File: src/rtl/rr_request_arbiter.sv
// Registered round-robin arbiter: grants one of N requesters at a time and holds
// the grant until en drops, done, the grantee withdraws, or the hold timer expires.
module rr_request_arbiter #(
    parameter int unsigned N       = 15,
    parameter int unsigned IDW     = 4,
    parameter int unsigned TIMEOUT = 255,
    parameter int unsigned TW      = 8
) (
    input  logic           clk,
    input  logic           rst_n,
    input  logic           en,
    input  logic [N-1:0]   req,
    input  logic           done,
    output logic [N-1:0]   grant,
    output logic [IDW-1:0] grant_id,
    output logic           grant_valid,
    output logic           timeout_evt
);

    typedef enum logic {
        S_IDLE  = 1'b0,
        S_GRANT = 1'b1
    } state_t;

    state_t         r_state,   w_state_nxt;
    logic [N-1:0]   r_grant,   w_grant_nxt;
    logic [IDW-1:0] r_id,      w_id_nxt;
    logic           r_valid,   w_valid_nxt;
    logic           r_tevt,    w_tevt_nxt;
    logic [TW-1:0]  r_timer,   w_timer_nxt;
    logic [IDW-1:0] r_last,    w_last_nxt;

    logic           w_any;
    logic [IDW-1:0] w_pick;
    int unsigned    w_dist;
    int unsigned    w_best;
    logic           w_hold;
    logic           w_expire;

    // Rotating priority: distance 1 is the index right after last_id, distance N
    // is last_id itself, so the previous grantee always ranks lowest.
    always_comb begin
        w_any  = 1'b0;
        w_pick = '0;
        w_best = N + 1;
        w_dist = 0;
        for (int unsigned j = 0; j < N; j++) begin
            if (j > int'(r_last)) begin
                w_dist = j - int'(r_last);
            end else begin
                w_dist = j + N - int'(r_last);
            end
            if (req[j] && (w_dist < w_best)) begin
                w_best = w_dist;
                w_pick = IDW'(j);
                w_any  = 1'b1;
            end
        end
    end

    assign w_hold   = |(req & r_grant);
    assign w_expire = (TIMEOUT != 0) && (r_timer == TW'(TIMEOUT - 1));

    always_comb begin
        w_state_nxt = r_state;
        w_grant_nxt = r_grant;
        w_id_nxt    = r_id;
        w_valid_nxt = r_valid;
        w_tevt_nxt  = 1'b0;
        w_timer_nxt = r_timer;
        w_last_nxt  = r_last;
        case (r_state)
            S_IDLE: begin
                if (en && w_any) begin
                    w_state_nxt = S_GRANT;
                    w_grant_nxt = N'(1) << w_pick;
                    w_id_nxt    = w_pick;
                    w_valid_nxt = 1'b1;
                    w_timer_nxt = '0;
                end
            end
            S_GRANT: begin
                if (!en || done || !w_hold || w_expire) begin
                    w_state_nxt = S_IDLE;
                    w_grant_nxt = '0;
                    w_id_nxt    = '0;
                    w_valid_nxt = 1'b0;
                    w_timer_nxt = '0;
                    w_last_nxt  = r_id;
                    // Only an expiry that no higher-priority release pre-empted is reported.
                    w_tevt_nxt  = en && !done && w_hold && w_expire;
                end else if (r_timer != TW'(TIMEOUT)) begin
                    w_timer_nxt = r_timer + 1'b1;
                end
            end
            default: begin
                w_state_nxt = S_IDLE;
                w_grant_nxt = '0;
                w_id_nxt    = '0;
                w_valid_nxt = 1'b0;
                w_timer_nxt = '0;
            end
        endcase
    end

    always_ff @(posedge clk or negedge rst_n) begin
        if (!rst_n) begin
            r_state <= S_IDLE;
            r_grant <= '0;
            r_id    <= '0;
            r_valid <= 1'b0;
            r_tevt  <= 1'b0;
            r_timer <= '0;
            r_last  <= IDW'(N - 1);
        end else begin
            r_state <= w_state_nxt;
            r_grant <= w_grant_nxt;
            r_id    <= w_id_nxt;
            r_valid <= w_valid_nxt;
            r_tevt  <= w_tevt_nxt;
            r_timer <= w_timer_nxt;
            r_last  <= w_last_nxt;
        end
    end

    assign grant       = r_grant;
    assign grant_id    = r_id;
    assign grant_valid = r_valid;
    assign timeout_evt = r_tevt;

endmodule
File: config.mk
export PLATFORM = sky130hd
export DESIGN_NAME = rr_request_arbiter
export DESIGN_NICKNAME = d
export VERILOG_FILES = /design/src/rtl/rr_request_arbiter.sv
export SDC_FILE = /design/constraint.sdc
export NUM_CORES = 1
export LEC_CHECK = 0
export ABC_AREA = 1
export CAP_MARGIN = 10
export CORE_ASPECT_RATIO = 0.75
export CORE_UTILIZATION = 35
export CTS_CLUSTER_SIZE = 16
export DETAILED_ROUTE_END_ITERATION = 16
export HOLD_SLACK_MARGIN = 0.08
export PLACE_DENSITY = 0.62
export SYNTH_ARGS = -nofsm -noshare
export SYNTH_HDL_FRONTEND = slang
export SYNTH_SLANG_ARGS = --single-unit
File: constraint.sdc
create_clock -name clk -period 18.5 [get_ports clk]
set_clock_uncertainty 0.05 [all_clocks]
set_input_delay 2.775 -clock clk [delete_from_list [all_inputs] [get_ports clk]]
set_output_delay 2.775 -clock clk [all_outputs]
set_load 0.005 [all_outputs]
==> impl_metrics.csv, run 1 <==
group,metric,value,unit
worst_setup_path,startpoint_type,"input port",
synthesis,ys_ff_latch,34,
clock_tree,clkTransAtPathRegs,50,ps
final_layout,drive_above_1_share,0.128,
global_route,grt_overflow,0,
placement,placed_cell_area,7110,um^2
min_path,hold_path_class,"reg2reg",
worst_setup_path,cp_common_cell,"nand2_1",
route,postRouteAntennaNets,0,
synthesis,async_flop_share,1.00,
global_route,grt_max_degree,35,
final_layout,nNetsFinal,1257,
worst_setup_path,cp_max_fo,11,
floorplanning,core-area,17800,um^2
sta,tightest_slew,971,ps
clock_tree,cts_buffers,5,
synthesis,yosysTopAreaCell,"nand2_1",
clock_tree,ctsHoldBuffers,0,
route,drt_wl_total,19.0,mm
final_layout,area_growth,17.6,%
global_route,gr-usage-all-layers,0.209,
final_layout,diodes,0,
sta,layout_setup_ws,1400,ps
global_route,first_global_vias,6126,
final_layout,final_cell_mix,"335 x nand2_1, 149 x inv_1, 120 x nand3_1",
clock_tree,clk_path_buf_depth,2,
floorplanning,die_area,18800,um^2
sta,min_period_over_period,0.924,
global_route,grt_pass1_wl,31.6,mm
floorplanning,chipHeight,119,um
route,route.vias.total,6840,
sta,setup_viol,0,
worst_setup_path,ff2ff_setup_slack,2280,ps
worst_setup_path,slowest_stage,"clkdlybuf4s50_1",
placement,dp_hpwl,15.5,mm
synthesis,netlist.area_leader.share,0.201,
synthesis,syn_area,6380,um^2
placement,port_buffers,39,
worst_setup_path,cp.required,18670,ps
synthesis,synth-seq-area-share,0.134,
synthesis,synth-edff-count,0,
sta,whs,425,ps
clock_tree,cts_max_level,2,
route,drcViolationCount,0,
route,dr.pass1.iters,5,
final_layout,final_common_cell,"nand2_1",
synthesis,synth.area.top_cells,"nand2_1 20%, ha_1 16%, dfrtp_1 12%, nand3_1 9.4%, inv_1 8.8%",
sta,maxSlewViolCount,0,
route,drt_iter0_markers,598,
floorplanning,rows,42,
worst_setup_path,end_kind,"flop",
route,wl_per_cell,13.6,um
placement,dp_slack,-491,ps
worst_setup_path,path_class,"in2reg",
synthesis,syn_area_per_cell,5.85,um^2
sta,fmax,58.5,MHz
route,vias_per_cell,4.88,
synthesis,yosys_warnings,0,
final_layout,final_area,7500,um^2
sta,period_needed,17100,ps
synthesis,netlist_instances,1091,
floorplanning,start_util,0.359,
final_layout,n_fill_cell,1996,
clock_tree,clock_sinks,34,
global_route,antenna_found_initial,0,
run,max-cap-violations,0,
synthesis,synth_ff_type,"dfrtp_1",
sta,hold_viol,0,
outcome,outcome,"complete, no violations",
clock_tree,worst_skew_pair.late_latency,280,ps
floorplanning,die_w,158,um
sta,fin_tns_setup,0,ps
synthesis,synthDistinctLibCells,42,
floorplanning,io_pins,40,
placement,place_congestion,0.930,
clock_tree,cts_root_buffer,"clkbuf_16",
worst_setup_path,worst-endpoint-arrival,17260,ps
worst_setup_path,max_stage_delay,480,ps
clock_tree,cts_tree,"done",
sta,max-slew-margin-rel,0.351,
-- kinds of logic after synthesis --
logic type | after synthesis | synth area share
flops | 34 | 0.134
buf+inv | 193 | 0.131
simple gates | 614 | 0.425
compound gates | 151 | 0.129
fa+ha+maj | 80 | 0.157
other cells | 2 | 0.00118
xor+xnor | 17 | 0.0233
-- what timing repair did --
action,in CTS,in global routing
endpoints found under the setup margin,27,29
resized for setup,6,64
setup buffers,0,11
pin swaps,0,13
-- cells in the mapped netlist, types with 2 or more instances --
cell      count
or2_2         2
a221oi_1      2
buf_6        13
nor3_1        9
o21ai_0      87
nand2_1     342
nor2_1       80
o21ai_1      12
a22o_1        2
nand4_1       7
nand2_2      35
o21a_1        7
inv_2        14
ha_1         80
nand3_4       2
a21oi_1      28
buf_4         2
xor2_1       12
nand2_4       3
o21bai_1      7
inv_1       149
conb_1        2
clkinv_1      4
dfrtp_1      31
clkbuf_1      9
inv_4         2
dfstp_2       3
xnor2_1       5
nand3_2       7
nor2_4        2
nand3_1     120
-- critical path: cells and delay by family --
kind,cells,cell delay (ps)
AOI/OAI and AO/OA,23,2800
adders and majority gates,14,4000
buffers and inverters,13,1230
and+or+nand+nor,81,6430
-- flip-flops by register name, indices dropped and copies added, names as in the netlist --
| signal | count |
|---|---|
| grant | 15 |
| grant_id | 4 |
| grant_valid | 1 |
| r_last | 4 |
| r_state | 1 |
| r_timer | 8 |
| timeout_evt | 1 |
-- per-layer routing --
metal,GRT usage,part of all wire,vias to the layer above
met5,0,0,-
met4,0.0158,0.0026,0
met3,0.0149,0.047,7
li1,-,-,3615
met1,0.356,0.56,3057
met2,0.282,0.39,161
-- worst paths after layout --
check                                              from                       to  cells past startpoint
worst max-delay path                             req[0]     grant[9]$_DFFE_PN0P_                    131
worst min-delay path            grant_valid$_DFFE_PN0P_  grant_valid$_DFFE_PN0P_                      2
worst max register to register    r_last[1]$_DFFE_PN1P_     grant[9]$_DFFE_PN0P_                    133
worst min register to register  grant_valid$_DFFE_PN0P_  grant_valid$_DFFE_PN0P_                      2
max in group asynchronous                         rst_n    r_last[3]$_DFFE_PN1P_                      2
min in group asynchronous                         rst_n    grant[12]$_DFFE_PN0P_                      2
-- through the flow --
step | instances | util
floorplan | 1097 | -
finish | 1401 | 0.422
global placement | 1382 | 0.400
CTS | 1390 | 0.409
detailed placement | 1382 | 0.400
global route | 1401 | 0.422
-- final cells by class --
cell class	count	area, um^2	area share
Clock inverter	1	5.00	0.000667
Sequential cell	34	855	0.114
Timing Repair Buffer	78	694	0.0926
Inverter	169	642	0.0856
Tap cell	242	303	0.0404
Clock buffer	7	143	0.0190
Multi-Input combinational cell	870	4860	0.648
Power of run 1 is not shown: default switching activity piles up to over one toggle a cycle in this logic, so the estimate is an artifact.
==> run 2, diff against run 1 <==
Settings changed: CORE_ASPECT_RATIO 0.75 to 0.7, PLACE_DENSITY 0.62 to 0.53.
==> run 2 against run 1 <==
  * Design area up 4.6%
  * Wire length up 8.2%
  * Sequential share of layout area down 0.50 points
  * Critical path depth unchanged
  * Worst setup slack better by 130 ps
  * Clock-buffer cell count unchanged
  * Global-route usage up 0.40 points
  * Non-clock buffer count up 19
  * First-iteration DRC count down 2.7%
  * Maximum frequency up 0.75%
  * Via count up 1.7%
==> impl_metrics.csv, run 2 (synthesis gave the netlist of run 1 again) <==
group,metric,value,unit
global_route,first_global_vias,5966,
route,dr.pass1.iters,5,
worst_setup_path,endpoint,"grant[12]$_DFFE_PN0P_",
worst_setup_path,cp_common_cell,"nand2_1",
sta,rsz0062_at_grt,"false",
worst_setup_path,startpoint_type,"input port",
route,drt_wl_total,20.6,mm
run,max-cap-violations,0,
floorplanning,start_util,0.365,
worst_setup_path,r2r_start,"r_last[1]$_DFFE_PN1P_",
worst_setup_path,reg2reg_to,"grant[12]$_DFFE_PN0P_",
worst_setup_path,worst-endpoint-arrival,17080,ps
placement,dp_hpwl,16.2,mm
outcome,outcome,"complete, no violations",
placement,place_congestion,0.906,
worst_setup_path,path_class,"in2reg",
clock_tree,cts_tree,"done",
floorplanning,core-area,17500,um^2
sta,min_period_over_period,0.917,
min_path,hold_depth,2,
worst_setup_path,startpoint,"req[0]",
route,vias_per_cell,4.92,
clock_tree,cts_buffers,5,
placement,port_buffers,39,
final_layout,final_common_cell,"nand2_1",
worst_setup_path,end_kind,"flop",
floorplanning,chipHeight,115,um
final_layout,diodes,0,
route,drt_iter0_markers,582,
floorplanning,rows,40,
clock_tree,clk_path_buf_depth,2,
worst_setup_path,reg2reg_depth,133,
min_path,hold_path_class,"reg2reg",
worst_setup_path,cp_max_fo,11,
clock_tree,clock_sinks,34,
clock_tree,ctsHoldBuffers,0,
global_route,gr-usage-all-layers,0.213,
sta,hold_viol,0,
global_route,antenna_found_initial,0,
sta,period_needed,16970,ps
route,drcViolationCount,0,
sta,max-slew-margin-rel,0.343,
final_layout,drive_above_1_share,0.156,
global_route,grt_overflow,0,
worst_setup_path,ff2ff_setup_slack,2270,ps
floorplanning,io_pins,40,
route,wl_per_cell,14.5,um
sta,tightest_slew,982,ps
floorplanning,die_area,18800,um^2
worst_setup_path,slowest_stage,"ha_1",
final_layout,instances_no_fill,1414,
clock_tree,clkTransAtPathRegs,50,ps
global_route,grt_max_degree,35,
route,route.vias.total,6953,
clock_tree,worst_skew_pair.late_latency,280,ps
final_layout,nNetsFinal,1281,
clock_tree,cts_max_level,2,
sta,fmax,58.9,MHz
worst_setup_path,cp.required,18610,ps
final_layout,final_cell_mix,"331 x nand2_1, 149 x inv_1, 119 x nand3_1",
placement,dp_cells,1367,
global_route,grt_pass1_wl,31.6,mm
floorplanning,die_w,163,um
worst_setup_path,max_stage_delay,330,ps
clock_tree,cts_root_buffer,"clkbuf_16",
route,postRouteAntennaNets,0,
final_layout,largest_reg_flops,15,
final_layout,area_growth,22.9,%
sta,maxSlewViolCount,0,
sta,setup_viol,0,
[run 2: worst min-delay path by stage]
stage / startpoint / end / slack [ps]
finish: grant_valid$_DFFE_PN0P_ / grant_valid$_DFFE_PN0P_ / 450
global route: grant_valid$_DFFE_PN0P_ / grant_valid$_DFFE_PN0P_ / 490
CTS: grant_valid$_DFFE_PN0P_ / grant_valid$_DFFE_PN0P_ / 470
detailed placement: grant_valid$_DFFE_PN0P_ / grant_valid$_DFFE_PN0P_ / 440
global placement: grant_valid$_DFFE_PN0P_ / grant_valid$_DFFE_PN0P_ / 450
floorplan: grant_valid$_DFFE_PN0P_ / grant_valid$_DFFE_PN0P_ / 420
[run 2: worst max-delay path: cells and delay by family]
| kind | cells | cell delay (ps) |
|---|---|---|
| AND/OR/NAND/NOR | 81 | 6160 |
| adder cells (fa/ha/maj) | 13 | 3660 |
| buffers and inverters | 12 | 1010 |
| AO/OA/AOI/OAI | 25 | 3430 |
[run 2: area by class of cell]
class                   count  area (um^2)
clock inverters             1         30.0
fillers                  1903         9620
clock buffers               7          133
flip-flops and latches     34          855
multi-input cells         875         5030
well taps                 231          289
repair buffers             97          861
inverters                 169          642
[run 2: layer usage]
| metal | vias to the layer above | wire length, um | global-route usage |
|---|---|---|---|
| met3 | 14 | 741 | 0.0202 |
| met5 | - | 0 | 0 |
| met2 | 119 | 7900 | 0.283 |
| met1 | 3148 | 11800 | 0.361 |
| li1 | 3672 | - | - |
| met4 | 0 | 148 | 0.0218 |
[run 2: metrics by stage]
step | setup TNS, ps | instance area (um^2) | util | setup slack [ps] | hold slack, ps
global placement | -19830 | 7070 | 0.405 | -747 | 449
CTS | 0 | 7230 | 0.414 | 1.22 | 467
finish | 0 | 7840 | 0.449 | 1530 | 453
global route | 0 | 7840 | 0.449 | 151 | 493
detailed placement | -22470 | 7070 | 0.405 | -855 | 442
floorplan | 0 | 6400 | - | 955 | 423
[run 2: what timing repair did]
item | 4_1_cts | 5_1_grt
gates cloned | 0 | 6
hold endpoints to repair | 0 | 0
setup buffers | 0 | 33
resized for setup | 14 | 88
pin swaps | 0 | 26
setup endpoints to repair | 29 | 29
Power of run 2 is left out for the same reason.
